File: config.mk
export PLATFORM = sky130hd
export DESIGN_NAME = msp430_gpio_port_flat
export DESIGN_NICKNAME = d
export VERILOG_FILES = /design/src/rtl/msp430_gpio_port_if.sv /design/src/rtl/msp430_gpio_port.sv /design/src/flat_wrapper.sv
export SDC_FILE = /design/constraint.sdc
export NUM_CORES = 1
export LEC_CHECK = 0
export ABC_AREA = 1
export CAP_MARGIN = 5
export CELL_PAD_IN_SITES_DETAIL_PLACEMENT = 0
export CELL_PAD_IN_SITES_GLOBAL_PLACEMENT = 1
export CORE_MARGIN = 1
export CORE_UTILIZATION = 38
export DETAILED_ROUTE_END_ITERATION = 8
export PLACE_DENSITY_LB_ADDON = 0.1
export REMOVE_ABC_BUFFERS = 1
export SETUP_SLACK_MARGIN = 0.3
export SLEW_MARGIN = 20
export SYNTH_ARGS = -nofsm -noshare
export SYNTH_HDL_FRONTEND = slang
export SYNTH_SLANG_ARGS = --single-unit
File: constraint.sdc
create_clock -name mclk -period 3.58 [get_ports mclk]
set_clock_uncertainty 0.15 [all_clocks]
set_input_delay 0.537 -clock mclk [delete_from_list [all_inputs] [get_ports mclk]]
set_output_delay 0.537 -clock mclk [all_outputs]
set_load 0.01 [all_outputs]
File: src/rtl/msp430_gpio_port_if.sv
// Peripheral-bus view of the MSP430 GPIO port: word address, write data,
// access strobes and the OR-combinable read-back path.
interface msp430_gpio_port_if;
    logic [13:0] per_addr;
    logic [15:0] per_din;
    logic        per_en;
    logic [1:0]  per_we;
    logic [15:0] per_dout;

    modport master (
        output per_addr,
        output per_din,
        output per_en,
        output per_we,
        input  per_dout
    );

    modport slave (
        input  per_addr,
        input  per_din,
        input  per_en,
        input  per_we,
        output per_dout
    );
endinterface

File: src/rtl/msp430_gpio_port.sv
// MSP430 GPIO port: per-pin direction/output/function-select muxing onto the
// io cells, two-flop input synchronisation and edge-triggered interrupt flags.
module msp430_gpio_port #(
    parameter int          WIDTH     = 8,
    parameter logic [13:0] BASE_ADDR = 14'h0010
) (
    input  logic              mclk,
    input  logic              reset_n,
    msp430_gpio_port_if.slave bus,
    input  logic [WIDTH-1:0]  p_din,
    output logic [WIDTH-1:0]  p_dout,
    output logic [WIDTH-1:0]  p_dout_en,
    input  logic [WIDTH-1:0]  alt_dout,
    input  logic [WIDTH-1:0]  alt_dout_en,
    output logic [WIDTH-1:0]  alt_din,
    output logic              irq
);

    localparam logic [2:0] OFF_PIN  = 3'd0;
    localparam logic [2:0] OFF_POUT = 3'd1;
    localparam logic [2:0] OFF_PDIR = 3'd2;
    localparam logic [2:0] OFF_PSEL = 3'd3;
    localparam logic [2:0] OFF_PIES = 3'd4;
    localparam logic [2:0] OFF_PIE  = 3'd5;
    localparam logic [2:0] OFF_PIFG = 3'd6;

    logic             sel;
    logic             wr;
    logic             rd;
    logic [2:0]       offset;
    logic [WIDTH-1:0] wdata;
    logic [WIDTH-1:0] pout;
    logic [WIDTH-1:0] pdir;
    logic [WIDTH-1:0] psel;
    logic [WIDTH-1:0] pies;
    logic [WIDTH-1:0] pie;
    logic [WIDTH-1:0] pifg;
    logic [WIDTH-1:0] sync1;
    logic [WIDTH-1:0] sync2;
    logic [WIDTH-1:0] prev;
    logic [WIDTH-1:0] rise;
    logic [WIDTH-1:0] fall;
    logic [WIDTH-1:0] pin_edge;
    logic [WIDTH-1:0] pifg_base;
    logic [WIDTH-1:0] rd_data;
    logic             unused_din;

    assign offset = bus.per_addr[2:0];
    assign sel    = bus.per_en && (bus.per_addr[13:3] == BASE_ADDR[13:3]);
    assign wr     = sel && bus.per_we[0];
    assign rd     = sel && (bus.per_we == 2'b00);
    assign wdata  = bus.per_din[WIDTH-1:0];

    // Upper data bits carry nothing for this byte-wide peripheral.
    assign unused_din = ^bus.per_din[15:WIDTH];

    always_ff @(posedge mclk or negedge reset_n) begin
        if (!reset_n) begin
            pout <= '0;
            pdir <= '0;
            psel <= '0;
            pies <= '0;
            pie  <= '0;
        end else if (wr) begin
            case (offset)
                OFF_POUT: pout <= wdata;
                OFF_PDIR: pdir <= wdata;
                OFF_PSEL: psel <= wdata;
                OFF_PIES: pies <= wdata;
                OFF_PIE:  pie  <= wdata;
                default:  ;
            endcase
        end
    end

    always_ff @(posedge mclk or negedge reset_n) begin
        if (!reset_n) begin
            sync1 <= '0;
            sync2 <= '0;
            prev  <= '0;
        end else begin
            sync1 <= p_din;
            sync2 <= sync1;
            prev  <= sync2;
        end
    end

    // Edges come from sync2 vs prev only, so rewriting PIES can never fake one.
    assign rise     = sync2 & ~prev;
    assign fall     = ~sync2 & prev;
    assign pin_edge = (pies & fall) | (~pies & rise);

    assign pifg_base = (wr && offset == OFF_PIFG) ? wdata : pifg;

    always_ff @(posedge mclk or negedge reset_n) begin
        if (!reset_n) begin
            pifg <= '0;
        end else begin
            pifg <= pifg_base | pin_edge;
        end
    end

    always_comb begin
        rd_data = '0;
        if (rd) begin
            case (offset)
                OFF_PIN:  rd_data = sync2;
                OFF_POUT: rd_data = pout;
                OFF_PDIR: rd_data = pdir;
                OFF_PSEL: rd_data = psel;
                OFF_PIES: rd_data = pies;
                OFF_PIE:  rd_data = pie;
                OFF_PIFG: rd_data = pifg;
                default:  rd_data = '0;
            endcase
        end
    end

    assign bus.per_dout = {{(16-WIDTH){1'b0}}, rd_data};

    assign p_dout    = (psel & alt_dout)    | (~psel & pout);
    assign p_dout_en = (psel & alt_dout_en) | (~psel & pdir);
    assign alt_din   = sync2;
    assign irq       = |(pifg & pie);

endmodule

File: src/flat_wrapper.sv
// flat-port wrapper written by rule: the top's interface ports become plain ports
module msp430_gpio_port_flat 
#(
    parameter int          WIDTH     = 8,
    parameter logic [13:0] BASE_ADDR = 14'h0010
)
  (mclk, reset_n, p_din, p_dout, p_dout_en, alt_dout, alt_dout_en, alt_din, irq, bus_per_addr, bus_per_din, bus_per_en, bus_per_we, bus_per_dout);
  msp430_gpio_port_if bus_i ();
  input  logic mclk;
  input  logic reset_n;
  input  logic [WIDTH-1:0] p_din;
  output logic [WIDTH-1:0] p_dout;
  output logic [WIDTH-1:0] p_dout_en;
  input  logic [WIDTH-1:0] alt_dout;
  input  logic [WIDTH-1:0] alt_dout_en;
  output logic [WIDTH-1:0] alt_din;
  output logic irq;
  input wire logic [$bits(bus_i.per_addr)-1:0] bus_per_addr;
  input wire logic [$bits(bus_i.per_din)-1:0] bus_per_din;
  input wire logic [$bits(bus_i.per_en)-1:0] bus_per_en;
  input wire logic [$bits(bus_i.per_we)-1:0] bus_per_we;
  output wire logic [$bits(bus_i.per_dout)-1:0] bus_per_dout;
  assign bus_i.per_addr = bus_per_addr;
  assign bus_i.per_din = bus_per_din;
  assign bus_i.per_en = bus_per_en;
  assign bus_i.per_we = bus_per_we;
  assign bus_per_dout = bus_i.per_dout;
  msp430_gpio_port #(.WIDTH(WIDTH), .BASE_ADDR(BASE_ADDR)) u_core (.mclk(mclk), .reset_n(reset_n), .bus(bus_i), .p_din(p_din), .p_dout(p_dout), .p_dout_en(p_dout_en), .alt_dout(alt_dout), .alt_dout_en(alt_dout_en), .alt_din(alt_din), .irq(irq));
endmodule
* Word-level counts from Yosys, hierarchy flattened
Cells that the tools add are included.
Word-level totals: flip-flop bits (word level) 72, input port bits 59, output and inout bits 41, logic and storage cells 48
Operators by class: equal/unequal tests 7, multiplexer cells 3, bitwise gates (word level) 17, reductions and logical operators 12
Operator list (count):
- $and A8 B8 Y8 | 9
- $pmux W8 S7 | 1
- $not A8 Y8 | 4
- $or A8 B8 Y8 | 4
- $mux W8 | 2
- $eq A11 B2 Y1 const B | 1
- $reduce_and A2 Y1 | 5
- $eq A3 B3 Y1 const B | 3
- $reduce_or A8 Y1 | 1
- $eq A3 B2 Y1 const B | 2
- $logic_and A1 B1 Y1 | 4
- $eq A3 B1 Y1 const B | 1
- $logic_not A3 Y1 | 1
- $logic_not A2 Y1 | 1

* Depth between registers and ports, before layout
depth after elaboration 6, depth in mapped cells 9, depth with buffers taken out 8

* Worst setup path before layout
OpenSTA, ideal clock, no wires.
kind input-to-output, start input bus_per_addr[0], end output bus_per_dout[6], arrival time 1.472 ns, required time 2.893 ns, setup slack 1.421 ns, stages on the path 9, path buffers 2, cell sequence buf_4 nor2_2 nand2_1 inv_2 buf_6 nand2_1 nand2_1 nor2_1 a21oi_1
Between the ends: word-level cells in the longest chain between the ends 3, elaborated cells between the ends (all ways) 9, classes of those cells 6 x eq/ne; 2 x mux; 1 x reduce/logical
RTL lines:
- start, declared | RTL line flat_wrapper.sv:18 | input wire logic [$bits(bus_i.per_addr)-1:0] bus_per_addr;
- $eq A3 B3 Y1 (tied with other cells) | RTL line msp430_gpio_port.sv:106 | case (offset)
- $pmux W8 S7 * | RTL line msp430_gpio_port.sv:106
- $mux W8 * | RTL line msp430_gpio_port.sv:105 | if (rd) begin
- end, declared | RTL line flat_wrapper.sv:22 | output wire logic [$bits(bus_i.per_dout)-1:0] bus_per_dout;
Mark *: on every way between the ends. The rest lies on a longest branch, timed or not.

* Worst setup path after layout
start input bus_per_addr[1], end output bus_per_dout[3]
Same word-level chain as after synthesis.

==> metrics <==
dominant delay contributor by cell family on the critical path=buffers and inverters; outcome=finished, final reports clean; power per standard cell area=341 nW/µm²; met2 wire length=4990 µm; number of global-route vias before repair=3375; buffers added on ports=83; starting density of the core=40.1%; setup violation total in the final timing report=0; residual antenna-violating net count after detailed routing=0; IR Drop Worst-Case VDD=0.000221 V; width of the die=102 µm; synthesis-to-finish area growth=30.2%; buffer depth of the longest clock path=2; H-tree Lvls=3; Synth warnings=0; Critical Path Start Type=input port; worst hold path type=input port to async pin; post-route met1 wirelength=4730 µm; crit-path max cell delay=0.57 ns; total core area=9420 µm²; number of library cell types mapped by synthesis=24; top routing layer used=met4; count of buffering cells on the critical path with inverters included=4; dpl cell area=4700 µm²; total standard cell area after synthesis=3770 µm²; proportion of layout cells with a drive suffix above 1=9.08%; Clock transition at path regs=0.08 ns; worst hold margin=between 0.1 and 0.15 ns; Max-Slew Margin vs Limit=a little over a third; antenna fix cells=0; initial antenna violation count=0; min setup slack post-route=0.540 ns; largest net degree at the start of global routing=73; vertical die dimension=102 µm; number of buffers added to fix hold violations after cts=0; kind of critical path=input port to output port; number of max-cap violations=0; Avg Synthesized Cell Area=roughly 7.7 µm²; Final Total Pwr=1.68 mW; detailed router's first-iteration violation count=179; wire length on met3=595 µm; Critical Path, Cell by Cell=dlygate4sd2_1, nor2_2, nand2_1, inv_2, buf_4, nand2_1, nand2_1, nor2_1, a21oi_1, clkdlybuf4s50_1; gr ovfl total=0; post-route minimum period=a little over 3 ns; flip-flop and latch count after synthesis=72; final cell utilization of the core=52.2%; unrepaired setup endpoints after global routing=false; Die Outline Area=slightly above 10000 µm²; max-slew violation count=0; Most Frequent Cell on Critical Path=nand2_1; number of sinks on the clock net=slightly above 70; Total GRT Usage=a little over a fifth; Row Count=35; critical path fanouts, max=8; slowest stage cell on the critical path=clkdlybuf4s50_1; number of top-level pins=100; portion of the clock cycle consumed by the worst path in the final layout=84.9%; final-layout setup total negative slack=0 ns; Post-layout nets=roughly 640; CTS resizes=4; total clock buffers created by CTS=9; CTS tree=yes; number of iterations in the first detailed-routing pass=5; CTS root buf=clkbuf_8; # Post-CTS Setup Buffers=0; kind of capture point of the worst setup path=output port; Data required, critical path=2.89 ns; number of DRC violations after detailed routing=0; Post-DP HPWL=7440 µm; WL final=~11000 µm; Post-Layout Cell Count=around 710; Post-Place Setup Slack=0.192 ns; wire length of the first global-routing pass=17000 µm; worst-margin pin slew=0.950 ns; drt wl/cell=14.7 µm; number of endpoints with negative hold slack in the final report=0; Cells after Synth=491; standby leakage power=2.35 nW; total instance count after detailed placement=697; final weighted congestion in routability-driven placement=between 0.8 and 0.9; Via Count=3536; ratio of routed vias to standard cells=4.96; Arrival @ worst endpoint=about 2.4 ns; Max Freq=329 MHz; sequential cell area fraction in the yosys report=47.8%; final cell area excluding filler cells=4910 µm²; Clk Latency, worst-skew pair=between 0.3 and 0.4 ns
## Yosys cell counts
| cell type | instances | area share [%] |
|---|---|---|
| clkinv_1 | 1 | 0.099 |
| nand2_1 | 154 | 15 |
| inv_1 | 48 | 4.8 |
| a21oi_1 | 9 | 1.2 |
| nor2_8 | 1 | 0.53 |
| nand4_1 | 55 | 9.1 |
| buf_4 | 14 | 2.8 |
| nor2_2 | 1 | 0.17 |
| clkbuf_1 | 4 | 0.40 |
| dfrtp_1 | 72 | 48 |
| inv_2 | 7 | 0.70 |
| buf_2 | 5 | 0.66 |
| conb_1 | 1 | 0.099 |
| o21ai_0 | 26 | 3.4 |
| mux2_2 | 1 | 0.30 |
| a22o_1 | 3 | 0.70 |
| nand3_2 | 4 | 1.1 |
| buf_6 | 3 | 0.90 |
| nor3_1 | 8 | 1.1 |
| nor2_1 | 43 | 4.3 |
| inv_4 | 1 | 0.17 |
| nand3_4 | 1 | 0.46 |
| nand3_1 | 24 | 3.2 |
| or2_2 | 5 | 0.83 |
## final timing paths
path	start	endpoint	slack, ns	cells after the start
min reg2reg	u_core.sync1[1]	u_core.alt_din[1]	0.20	0
max in group asynchronous	reset_n	u_core.pies[7]	2.49	1
max	bus_per_addr[1]	bus_per_dout[3]	0.54	10
max reg2reg	u_core.alt_din[3]	u_core.pifg[3]	2.33	5
min in group mclk	u_core.sync1[1]	u_core.alt_din[1]	0.20	0
min	reset_n	u_core.pie[5]	0.14	1
## registers in the layout (all words and copies together) (netlist names)
register        flops
u_core.alt_din      8
u_core.pdir         8
u_core.pie          8
u_core.pies         8
u_core.pifg         8
u_core.pout         8
u_core.prev         8
u_core.psel         8
u_core.sync1        8
## power breakdown
| group | total, mW | internal (mW) | switching [mW] |
|---|---|---|---|
| clock | 0.672 | 0.343 | 0.330 |
| combinational | 0.170 | 0.0752 | 0.0944 |
| sequential | 0.834 | 0.827 | 0.00755 |
## cell families after synthesis
| kind of cell | share of synthesized area (%) |
|---|---|
| AOI/OAI and AO/OA | 5.34 |
| other | 0.0994 |
| buffers and inverters | 10.5 |
| DFF | 47.8 |
| muxes | 0.298 |
| and+or+nand+nor | 36.0 |
## worst reg2reg max path, stage by stage, from the launching register on
cell and delay [ns]:
dfrtp_1 0.40, inv_1 0.08, or2_2 0.27, o21ai_0 0.15
inv_1 0.06, nand3_1 0.07
## per-layer routing
| metal | global-route usage (%) | up-vias |
|---|---|---|
| li1 | - | 1761 |
| met1 | 28.2 | 1636 |
| met4 | 7.47 | 0 |
| met5 | 0 | - |
| met3 | 4.62 | 13 |
| met2 | 36.2 | 126 |
## layout make-up
cell class                      count  area, µm²
Fill cell                         936       4500
Inverter                           57        219
Clock buffer                       10        138
Sequential cell                    72       1800
Timing Repair Buffer               96        921
Multi-Input combinational cell    343       1600
Clock inverter                      6       68.8
Tap cell                          129        161
## layout by cell type, fill, tap and decap left out
cell type,instances
buf_4,14
clkinv_2,1
a22o_1,3
a21oi_1,9
nor2_2,1
conb_1,8
nand3_1,24
nor3_1,8
dlymetal6s2s_1,1
nand4_1,55
inv_2,7
nand3_2,4
clkinvlp_4,1
clkinv_4,3
clkinv_1,1
inv_4,2
buf_2,1
nand2_1,154
inv_1,47
or2_2,5
nor2_1,43
clkdlybuf4s50_1,78
nand3_4,1
clkbuf_8,10
mux2_2,1
dlygate4sd2_1,2
o21ai_0,26
dfrtp_1,72
nor2_8,1
bufinv_16,1
No activity file was read; power rests on OpenSTA's default activity.
